**config.mk**
```make
export PLATFORM = sky130hd
export DESIGN_NAME = imem_loader_flat
export DESIGN_NICKNAME = d
export VERILOG_FILES = /design/src/rtl/imem_loader_pkg.sv /design/src/rtl/imem_loader_if.sv /design/src/rtl/imem_loader_array.sv /design/src/rtl/imem_loader.sv /design/src/flat_wrapper.sv
export SDC_FILE = /design/constraint.sdc
export NUM_CORES = 2
export LEC_CHECK = 0
export ABC_CLOCK_PERIOD_IN_PS = 4200
export BUFFER_PORTS_ARGS = -buffer_cell sky130_fd_sc_hd__buf_2
export CORE_MARGIN = 2
export CORE_UTILIZATION = 57
export DETAILED_ROUTE_END_ITERATION = 7
export PLACE_DENSITY_LB_ADDON = 0.2
export REMOVE_ABC_BUFFERS = 1
export SYNTH_ARGS = -nofsm -noshare
export SYNTH_HDL_FRONTEND = slang
export SYNTH_SLANG_ARGS = --single-unit
export TNS_END_PERCENT = 50
```
**constraint.sdc**
```tcl
create_clock -name clk -period 4.2 [get_ports clk]
set_clock_uncertainty 0.05 [all_clocks]
set_input_delay 1.26 -clock clk [delete_from_list [all_inputs] [get_ports clk]]
set_output_delay 1.26 -clock clk [all_outputs]
set_load 0.02 [all_outputs]
```
**src/rtl/imem_loader_pkg.sv**
```systemverilog
// ---------------------------------------------------------------------------
// imem_loader_pkg
//   Shared definitions for the instruction-memory loader and its storage:
//   the loader state enum, the default store depth and the word width.
//   No ports; imported by the interface, the storage array and the loader.
// ---------------------------------------------------------------------------
package imem_loader_pkg;

    localparam int XLEN        = 32;  // instruction word width
    localparam int IMEM_DEPTH  = 64;  // default number of words (PC[7:2])

    typedef enum logic [1:0] {
        EMPTY = 2'd0,  // no program present, core held in reset
        LOAD  = 2'd1,  // byte stream being packed into the store
        RUN   = 2'd2   // program present, core released
    } loaderState_t;

endpackage

```
**src/rtl/imem_loader_if.sv**
```systemverilog
// ---------------------------------------------------------------------------
// imem_loader_if
//   Groups the loader's control, byte-stream and fetch signals.
//   master : the side that starts loads, streams bytes and fetches words
//   slave  : the loader itself
//   Signals: load_start/load_len (session request), byte_valid/byte_data/
//   byte_ready (byte stream), rd_addr/rd_data (fetch port), core_rst, busy,
//   done, err (status) and dbgState (current loader state, for observation).
//
//   Byte handshake: a byte moves exactly on a rising edge where byte_valid
//   and byte_ready are both high; byte_valid may drop at any time and
//   byte_ready does not depend on byte_valid.
// ---------------------------------------------------------------------------
interface imem_loader_if
    import imem_loader_pkg::*;
#(
    parameter int ADDR_W = 6
) ();

    logic               load_start;
    logic [ADDR_W:0]    load_len;
    logic               byte_valid;
    logic [7:0]         byte_data;
    logic               byte_ready;
    logic [ADDR_W-1:0]  rd_addr;
    logic [XLEN-1:0]    rd_data;
    logic               core_rst;
    logic               busy;
    logic               done;
    logic               err;
    loaderState_t       dbgState;

    modport master (
        output load_start, load_len, byte_valid, byte_data, rd_addr,
        input  byte_ready, rd_data, core_rst, busy, done, err, dbgState
    );

    modport slave (
        input  load_start, load_len, byte_valid, byte_data, rd_addr,
        output byte_ready, rd_data, core_rst, busy, done, err, dbgState
    );

endinterface

```
**src/rtl/imem_loader_array.sv**
```systemverilog
// ---------------------------------------------------------------------------
// imem_array
//   DEPTH x WIDTH word store with one synchronous write port and one
//   asynchronous read port. Contents are never reset or cleared.
//   Ports: clk, we/waddr/wdata (write on rising edge), raddr/rdata (comb read).
// ---------------------------------------------------------------------------
module imem_array
    import imem_loader_pkg::*;
#(
    parameter int DEPTH  = IMEM_DEPTH,
    parameter int ADDR_W = 6,
    parameter int WIDTH  = XLEN
) (
    input  logic              clk,
    input  logic              we,
    input  logic [ADDR_W-1:0] waddr,
    input  logic [WIDTH-1:0]  wdata,
    input  logic [ADDR_W-1:0] raddr,
    output logic [WIDTH-1:0]  rdata
);

    logic [WIDTH-1:0] mem [DEPTH];

    always_ff @(posedge clk) begin
        if (we) begin
            mem[waddr] <= wdata;
        end
    end

    assign rdata = mem[raddr];

endmodule

```
**src/rtl/imem_loader.sv**
```systemverilog
// ---------------------------------------------------------------------------
// imem_loader
//   Packs a little-endian byte stream into 32-bit words, writes them into the
//   instruction store and holds the core in reset until a whole program has
//   been loaded.
//   Ports: clk, rst (synchronous, active-high), bus (imem_loader_if.slave:
//   load request, byte stream, fetch port, core_rst/busy/done/err, dbgState).
// ---------------------------------------------------------------------------
module imem_loader
    import imem_loader_pkg::*;
#(
    parameter int DEPTH  = IMEM_DEPTH,
    parameter int ADDR_W = 6
) (
    input  logic         clk,
    input  logic         rst,
    imem_loader_if.slave bus
);

    localparam logic [ADDR_W:0] MAX_LEN = (ADDR_W+1)'(DEPTH);

    loaderState_t       state;
    loaderState_t       nextState;
    logic [1:0]         byteCnt;
    logic [ADDR_W-1:0]  wordPtr;
    logic [ADDR_W:0]    lenLatch;
    logic [23:0]        asmReg;     // lanes 0..2; lane 3 goes straight to memory
    logic               doneQ;
    logic               errQ;

    logic lenLegal;
    logic startOk;
    logic startBad;
    logic byteTake;
    logic wordDone;
    logic lastByte;

    // load_start is only looked at outside LOAD, so a request during a
    // session neither restarts it nor raises err.
    always_comb begin
        lenLegal = (bus.load_len != '0) && (bus.load_len <= MAX_LEN);
        startOk  = bus.load_start && (state != LOAD) && lenLegal;
        startBad = bus.load_start && (state != LOAD) && !lenLegal;
        byteTake = bus.byte_valid && (state == LOAD);
        wordDone = byteTake && (byteCnt == 2'd3);
        lastByte = wordDone && ({1'b0, wordPtr} == (lenLatch - (ADDR_W+1)'(1)));
    end

    // State register
    always_ff @(posedge clk) begin
        if (rst) begin
            state <= EMPTY;
        end else begin
            state <= nextState;
        end
    end

    // Next-state logic
    always_comb begin
        nextState = state;
        case (state)
            EMPTY, RUN: if (startOk)  nextState = LOAD;
            LOAD:       if (lastByte) nextState = RUN;
            default:    nextState = EMPTY;
        endcase
    end

    // Output logic
    always_comb begin
        bus.byte_ready = (state == LOAD);
        bus.busy       = (state == LOAD);
        bus.core_rst   = (state != RUN);
        bus.done       = doneQ;
        bus.err        = errQ;
        bus.dbgState   = state;
    end

    // Counters, assembly register and one-cycle status pulses.
    // Clearing byteCnt on reset is what discards a half-built word.
    always_ff @(posedge clk) begin
        if (rst) begin
            byteCnt  <= '0;
            wordPtr  <= '0;
            lenLatch <= '0;
            asmReg   <= '0;
            doneQ    <= 1'b0;
            errQ     <= 1'b0;
        end else begin
            doneQ <= lastByte;
            errQ  <= startBad;
            if (startOk) begin
                byteCnt  <= '0;
                wordPtr  <= '0;
                lenLatch <= bus.load_len;
            end else if (byteTake) begin
                byteCnt <= byteCnt + 2'd1;
                case (byteCnt)
                    2'd0:    asmReg[7:0]   <= bus.byte_data;
                    2'd1:    asmReg[15:8]  <= bus.byte_data;
                    2'd2:    asmReg[23:16] <= bus.byte_data;
                    default: wordPtr       <= wordPtr + ADDR_W'(1);
                endcase
            end
        end
    end

    imem_array #(
        .DEPTH  (DEPTH),
        .ADDR_W (ADDR_W),
        .WIDTH  (XLEN)
    ) u_array (
        .clk   (clk),
        .we    (wordDone),
        .waddr (wordPtr),
        .wdata ({bus.byte_data, asmReg}),
        .raddr (bus.rd_addr),
        .rdata (bus.rd_data)
    );

endmodule
```
**src/flat_wrapper.sv**
```systemverilog
// flat-port wrapper written by rule: the top's interface ports become plain ports
module imem_loader_flat import imem_loader_pkg::*;
#(
    parameter int DEPTH  = IMEM_DEPTH,
    parameter int ADDR_W = 6
)
  (clk, rst, bus_load_start, bus_load_len, bus_byte_valid, bus_byte_data, bus_rd_addr, bus_byte_ready, bus_rd_data, bus_core_rst, bus_busy, bus_done, bus_err, bus_dbgState);
  imem_loader_if #(.ADDR_W(ADDR_W)) bus_i ();
  input  logic clk;
  input  logic rst;
  input wire logic [$bits(bus_i.load_start)-1:0] bus_load_start;
  input wire logic [$bits(bus_i.load_len)-1:0] bus_load_len;
  input wire logic [$bits(bus_i.byte_valid)-1:0] bus_byte_valid;
  input wire logic [$bits(bus_i.byte_data)-1:0] bus_byte_data;
  input wire logic [$bits(bus_i.rd_addr)-1:0] bus_rd_addr;
  output wire logic [$bits(bus_i.byte_ready)-1:0] bus_byte_ready;
  output wire logic [$bits(bus_i.rd_data)-1:0] bus_rd_data;
  output wire logic [$bits(bus_i.core_rst)-1:0] bus_core_rst;
  output wire logic [$bits(bus_i.busy)-1:0] bus_busy;
  output wire logic [$bits(bus_i.done)-1:0] bus_done;
  output wire logic [$bits(bus_i.err)-1:0] bus_err;
  output wire logic [$bits(bus_i.dbgState)-1:0] bus_dbgState;
  assign bus_i.load_start = bus_load_start;
  assign bus_i.load_len = bus_load_len;
  assign bus_i.byte_valid = bus_byte_valid;
  assign bus_i.byte_data = bus_byte_data;
  assign bus_i.rd_addr = bus_rd_addr;
  assign bus_byte_ready = bus_i.byte_ready;
  assign bus_rd_data = bus_i.rd_data;
  assign bus_core_rst = bus_i.core_rst;
  assign bus_busy = bus_i.busy;
  assign bus_done = bus_i.done;
  assign bus_err = bus_i.err;
  assign bus_dbgState = bus_i.dbgState;
  imem_loader #(.DEPTH(DEPTH), .ADDR_W(ADDR_W)) u_core (.clk(clk), .rst(rst), .bus(bus_i));
endmodule
```
; ---- Word level (Yosys, flattened, before mapping)
; Memories as Yosys holds them, arrays and structs flattened.
; Cells that the tools add are included.
[op_classes]
addsub = 3
magnitude_cmp = 1
eq_ne = 10
mux = 5
n_bitwise = 2
reduce_logical = 19
[ops]
columns = op, count
row1 = $reduce_and 3->1, 3
row2 = $eq 6x7->1, 1
row3 = $le 7x7->1 const B, 1
row4 = $logic_and 1x1->1, 7
row5 = $reduce_bool 7->1, 1
row6 = $sub 7x1->7 const B, 1
row7 = $add 6x1->6 const B, 1
row8 = $eq 2x2->1 const B, 3
row9 = $ne 2x1->1 const B, 3
row10 = $eq 2x1->1 const B, 2
row11 = $logic_not 2->1, 2
row12 = $mux 2, 2
row13 = $pmux 2 s2, 1
row14 = $reduce_and 2->1, 2
row15 = $reduce_or 2->1, 2
row16 = $reduce_or 3->1, 1
row17 = $add 2x1->2 const B, 1
row18 = $mux 1, 2
row19 = $ne 2x2->1 const B, 1
row20 = $not 1->1, 2
row21 = $logic_not 1->1, 1
[totals]
register_bits = 43
mem_bits_rw = 2048
input_bits = 25
output_inout_bits = 39
word_cells = 50
n_memories = 1
[memory_table]
columns = memory, words, width, read_ports, rd_clocked_by_memory_dff, write_ports, line
row1 = u_core.u_array.mem, 64, 32, 1, 0, 1, imem_loader_array.sv:22  ; logic [WIDTH-1:0] mem [DEPTH];

; ---- Logic depth before layout (Yosys ltp)
[logic_depth]
word_depth = 6
mapped_depth = 10
depth_no_buf = 7

; ---- Hierarchy
; Synthesis repeated with hierarchy kept, for this count alone.
[unflattened]
hier_cells = 3519
area_unflattened_um2 = 79805.3
[by_module_without_submodules]
columns = mod, n_inst, cells_per_inst, area_per_inst_um2, seq_area_each_um2
row1 = imem_array, 1, 3292, 77874.7, 61499.0
row2 = imem_loader, 1, 227, 1930.6, 860.8

; ---- Least setup slack after synthesis
; No wires, ideal clock.
[synth_path]
kind = input-to-output
startpoint = input port bus_rd_addr[0]
endpoint = output port bus_rd_data[20]
arrival_time_ns = 2.948
required_ns = 2.890
path_slack_ns = -0.058
stages = 8
cell_sequence = buf_2 -> buf_4 -> buf_2 -> mux4_2 -> a22oi_1 -> nand3_1 -> a211oi_1 -> a31oi_1
[synth_via]
elab_chain_cells = 1
[synth_lines]
columns = item, line
row1 = from (decl), flat_wrapper.sv:15  ; input wire logic [$bits(bus_i.rd_addr)-1:0] bus_rd_addr;
row2 = $mem_v2 64x32, --
row3 = to (decl), flat_wrapper.sv:17  ; output wire logic [$bits(bus_i.rd_data)-1:0] bus_rd_data;
; Every way passes these cells.

; ---- Worst setup path in the final report
[layout_path]
startpoint = input port bus_rd_addr[0]
endpoint = output port bus_rd_data[3]
; Same word-level chain as after synthesis.

==> metrics <==
grt total ovfl 0; NetSw 8.73 mW; first-pass GRT wire length 302000 um; Die Width 378 um; Final Non-Filler Cells 6229; Final nets 4220; core region area 139000 um^2; Max H-tree Level 4; most common cell after layout, fill and taps aside edfxtp_1; vias in the first global route 41000; Peak VDD IR 374 uV; Slew HR 7.39%; CTS tree yes; pre-CTS WS -1060 ps; Design Power 42.1 mW; pwr/cell area 438 nW/um^2; outcome finished with violations; detailed-route wire length per cell 34.7 um; HPWL after DPL 121000 um; DR vias 41700; crit path time final 4720 ps; critical path endpoint bus_rd_data[3]; Peak Freq 0.212 GHz; failing checks setup timing; 1st-iter DRT viols 5839; largest net degree at the start of global routing 68; max-slew violations 0; Crit Path Max Fanout 8; CTS Buf Count 198; Clk pin slew, worst setup/hold paths 70 ps; P_leak 31.5 nW; layout cells sized above 1 37.3%; final WL 216000 um; net switching fraction of the power 20.8%; worst setup path startpoint bus_rd_addr[0]; clk sinks 2091; Seq/Total Area, Yosys 78.3%; Critical Path Source Type primary input; DRC 0; clock latency on the worst-skew pair 840 ps; period utilisation layout 112%; Critical R2R Capture u_core.u_array.mem[19][8]; port bufs 63; setup tns final -13690 ps; Ys Warns 0; Netlist cell types 55; Die ar. 143000 um^2; # fillers 8302; max-capacitance violation count 0; clock buffer depth 3; Top FF cell, synth edfxtp_1; Cell Area, Synth 79700 um^2; Worst Hold Class flip-flop to flip-flop; Placed Cells incl. Taps 5789; routability congestion estimate 0.828; Via-to-Cell Ratio 6.70; initial antenna violation count 4; sequential cell area 62400 um^2; Area Growth Syn to Fin 20.5%; Die Y 378 um; Hold-fix buffers, CTS 0; GRT Total Usage 30.5%; Comb power frac 5.1%; number of synthesized register bits 2091; Worst Reg-to-Reg Cells 7; most frequent cells in the layout 2048 x edfxtp_1, 494 x mux4_2, 308 x buf_4; Clk pwr share 40.8%; Post-synth ARST share 0%; final hold vios 0; WS Path Type primary input to output pin; final setup fails 32; FP Rows 137; cell-internal power 33.3 mW; Multi-input gate area 18000 um^2; Initial DRT Pass Iterations 5; Worst setup EP type output pin; sequential power share 54.1%; Syn Area/Cell 22.1 um^2; starting density of the core 57.2%; Placement Cell Area 86600 um^2; final setup margin -519 ps; Slew @ Worst Pin 1390 ps; Final Cell Area 96000 um^2; Mapped Cells 3612; antenna-violating nets left 0; EDFF count, synth 2048; Crit path required time 2890 ps; CTS root buffer clkbuf_16; I/O pin count 64; RSZ-0062 raised after global routing true; FF-to-FF setup slack 1330 ps; Worst Path Arrival 3410 ps; Reg-to-Reg Start u_core.byteCnt[0]
[logic make-up (layout without fill, tap and decap cells)]
family	count (synthesis)	in the layout	synth area share, %
AO/OA/AOI/OAI	328	328	2.85
XOR/XNOR	12	12	0.132
adder cells (fa/ha/maj)	6	6	0.0942
buffers and inverters	219	957	1.36
flip-flops	2091	2091	78.3
multiplexers	569	569	14.9
other	0	3	0
AND/OR/NAND/NOR	387	387	2.38
[cells in the mapped netlist (4+ instances only)]
library cell | count | area (um^2)
a2111oi_0 | 7 | 61.3
a211oi_1 | 59 | 443
a21oi_1 | 37 | 185
a22oi_1 | 18 | 135
a31oi_1 | 11 | 68.8
and2_1 | 6 | 37.5
buf_1 | 18 | 67.6
buf_2 | 54 | 270
buf_4 | 33 | 248
buf_6 | 9 | 101
clkbuf_1 | 95 | 357
dfxtp_1 | 43 | 861
edfxtp_1 | 2048 | 61500
ha_1 | 6 | 75.1
inv_1 | 10 | 37.5
mux2_2 | 7 | 78.8
mux2i_1 | 68 | 681
mux4_2 | 494 | 11100
nand2_1 | 91 | 342
nand2b_1 | 21 | 131
nand3_1 | 28 | 140
nand3b_1 | 5 | 37.5
nand4_1 | 12 | 75.1
nor2_1 | 113 | 424
nor2b_1 | 45 | 282
nor3_1 | 13 | 65.1
nor4_1 | 31 | 194
o21ai_0 | 6 | 30.0
o21ai_1 | 4 | 20.0
o221ai_1 | 19 | 166
o22a_1 | 26 | 228
o22ai_1 | 123 | 769
o311ai_0 | 4 | 35.0
or2_2 | 5 | 31.3
or3_1 | 4 | 25.0
xnor2_1 | 8 | 70.1
xor2_1 | 4 | 35.0
[worst min-delay path by stage]
stage / startpoint / to / slack (ps) / cells past startpoint
2_1_floorplan: u_core.lenLatch[6] / u_core.lenLatch[6] / 420 / 2
3_3_place_gp: u_core.asmReg[4] / u_core.asmReg[4] / 390 / 2
3_5_place_dp: u_core.asmReg[4] / u_core.asmReg[4] / 400 / 2
4_1_cts: u_core.asmReg[4] / u_core.asmReg[4] / 400 / 2
5_1_grt: u_core.asmReg[4] / u_core.asmReg[4] / 440 / 2
6_report: u_core.asmReg[4] / u_core.asmReg[4] / 400 / 2
[flip-flops by register name, indices dropped and copies added (netlist names)]
signal               cells
u_core.asmReg           24
u_core.bus.dbgState      2
u_core.bus.done          1
u_core.bus.err           1
u_core.byteCnt           2
u_core.lenLatch          7
u_core.u_array.mem    2048
u_core.wordPtr           6
[metrics by stage]
| step | hold WS (ps) | util [%] |
|---|---|---|
| after floorplan | 421 | - |
| after global placement | 390 | 62.2 |
| after detailed placement | 395 | 62.2 |
| after CTS | 405 | 68.4 |
| after global routing | 440 | 69.0 |
| final | 404 | 69.0 |
[routing by layer]
layer  vias to the layer above  wire length, um  GRT usage [%]  share of wire (%)
met5                         -               11              0             0.0051
met4                         2             6640           9.55                3.1
met3                       367            23500           6.47                 11
met2                      2640           104000           48.2                 48
met1                     22200            81500           43.3                 38
li1                      16500                -              -                  -
[power by group through the flow]
stage	clock (mW)	sequential, mW	combinational (mW)
floorplan	0	23.2	0.616
global placement	0	23.2	1.73
detailed placement	0	23.2	1.75
CTS	17.3	22.8	2.05
global route	18.1	22.7	2.23
finish	17.2	22.8	2.14
[critical path, stage by stage]
cell	delay, ps
buf_16	150
buf_16	190
buf_12	140
buf_12	140
mux4_2	560
o22ai_4	240
nor4_2	90
buf_4	190
o22a_1	250
buf_6	150
[layout make-up]
class                      count  share of cell area (%)
sequential                  2091                    65.0
multi-input combinational   1302                    18.8
timing repair buffer         586                    7.29
clock buffer                 254                    5.57
tap                         1876                    2.45
clock inverter               107                   0.885
inverter                      10                  0.0391
antenna                        3                 0.00782
[repair_timing]
item | CTS | global route
gates cloned | 17 | 5
gates resized for setup | 299 | 110
endpoints found under the setup margin | 32 | 32
buffers inserted | 45 | 16
pin swaps | 46 | 37
(Power assumes the default switching activity.)
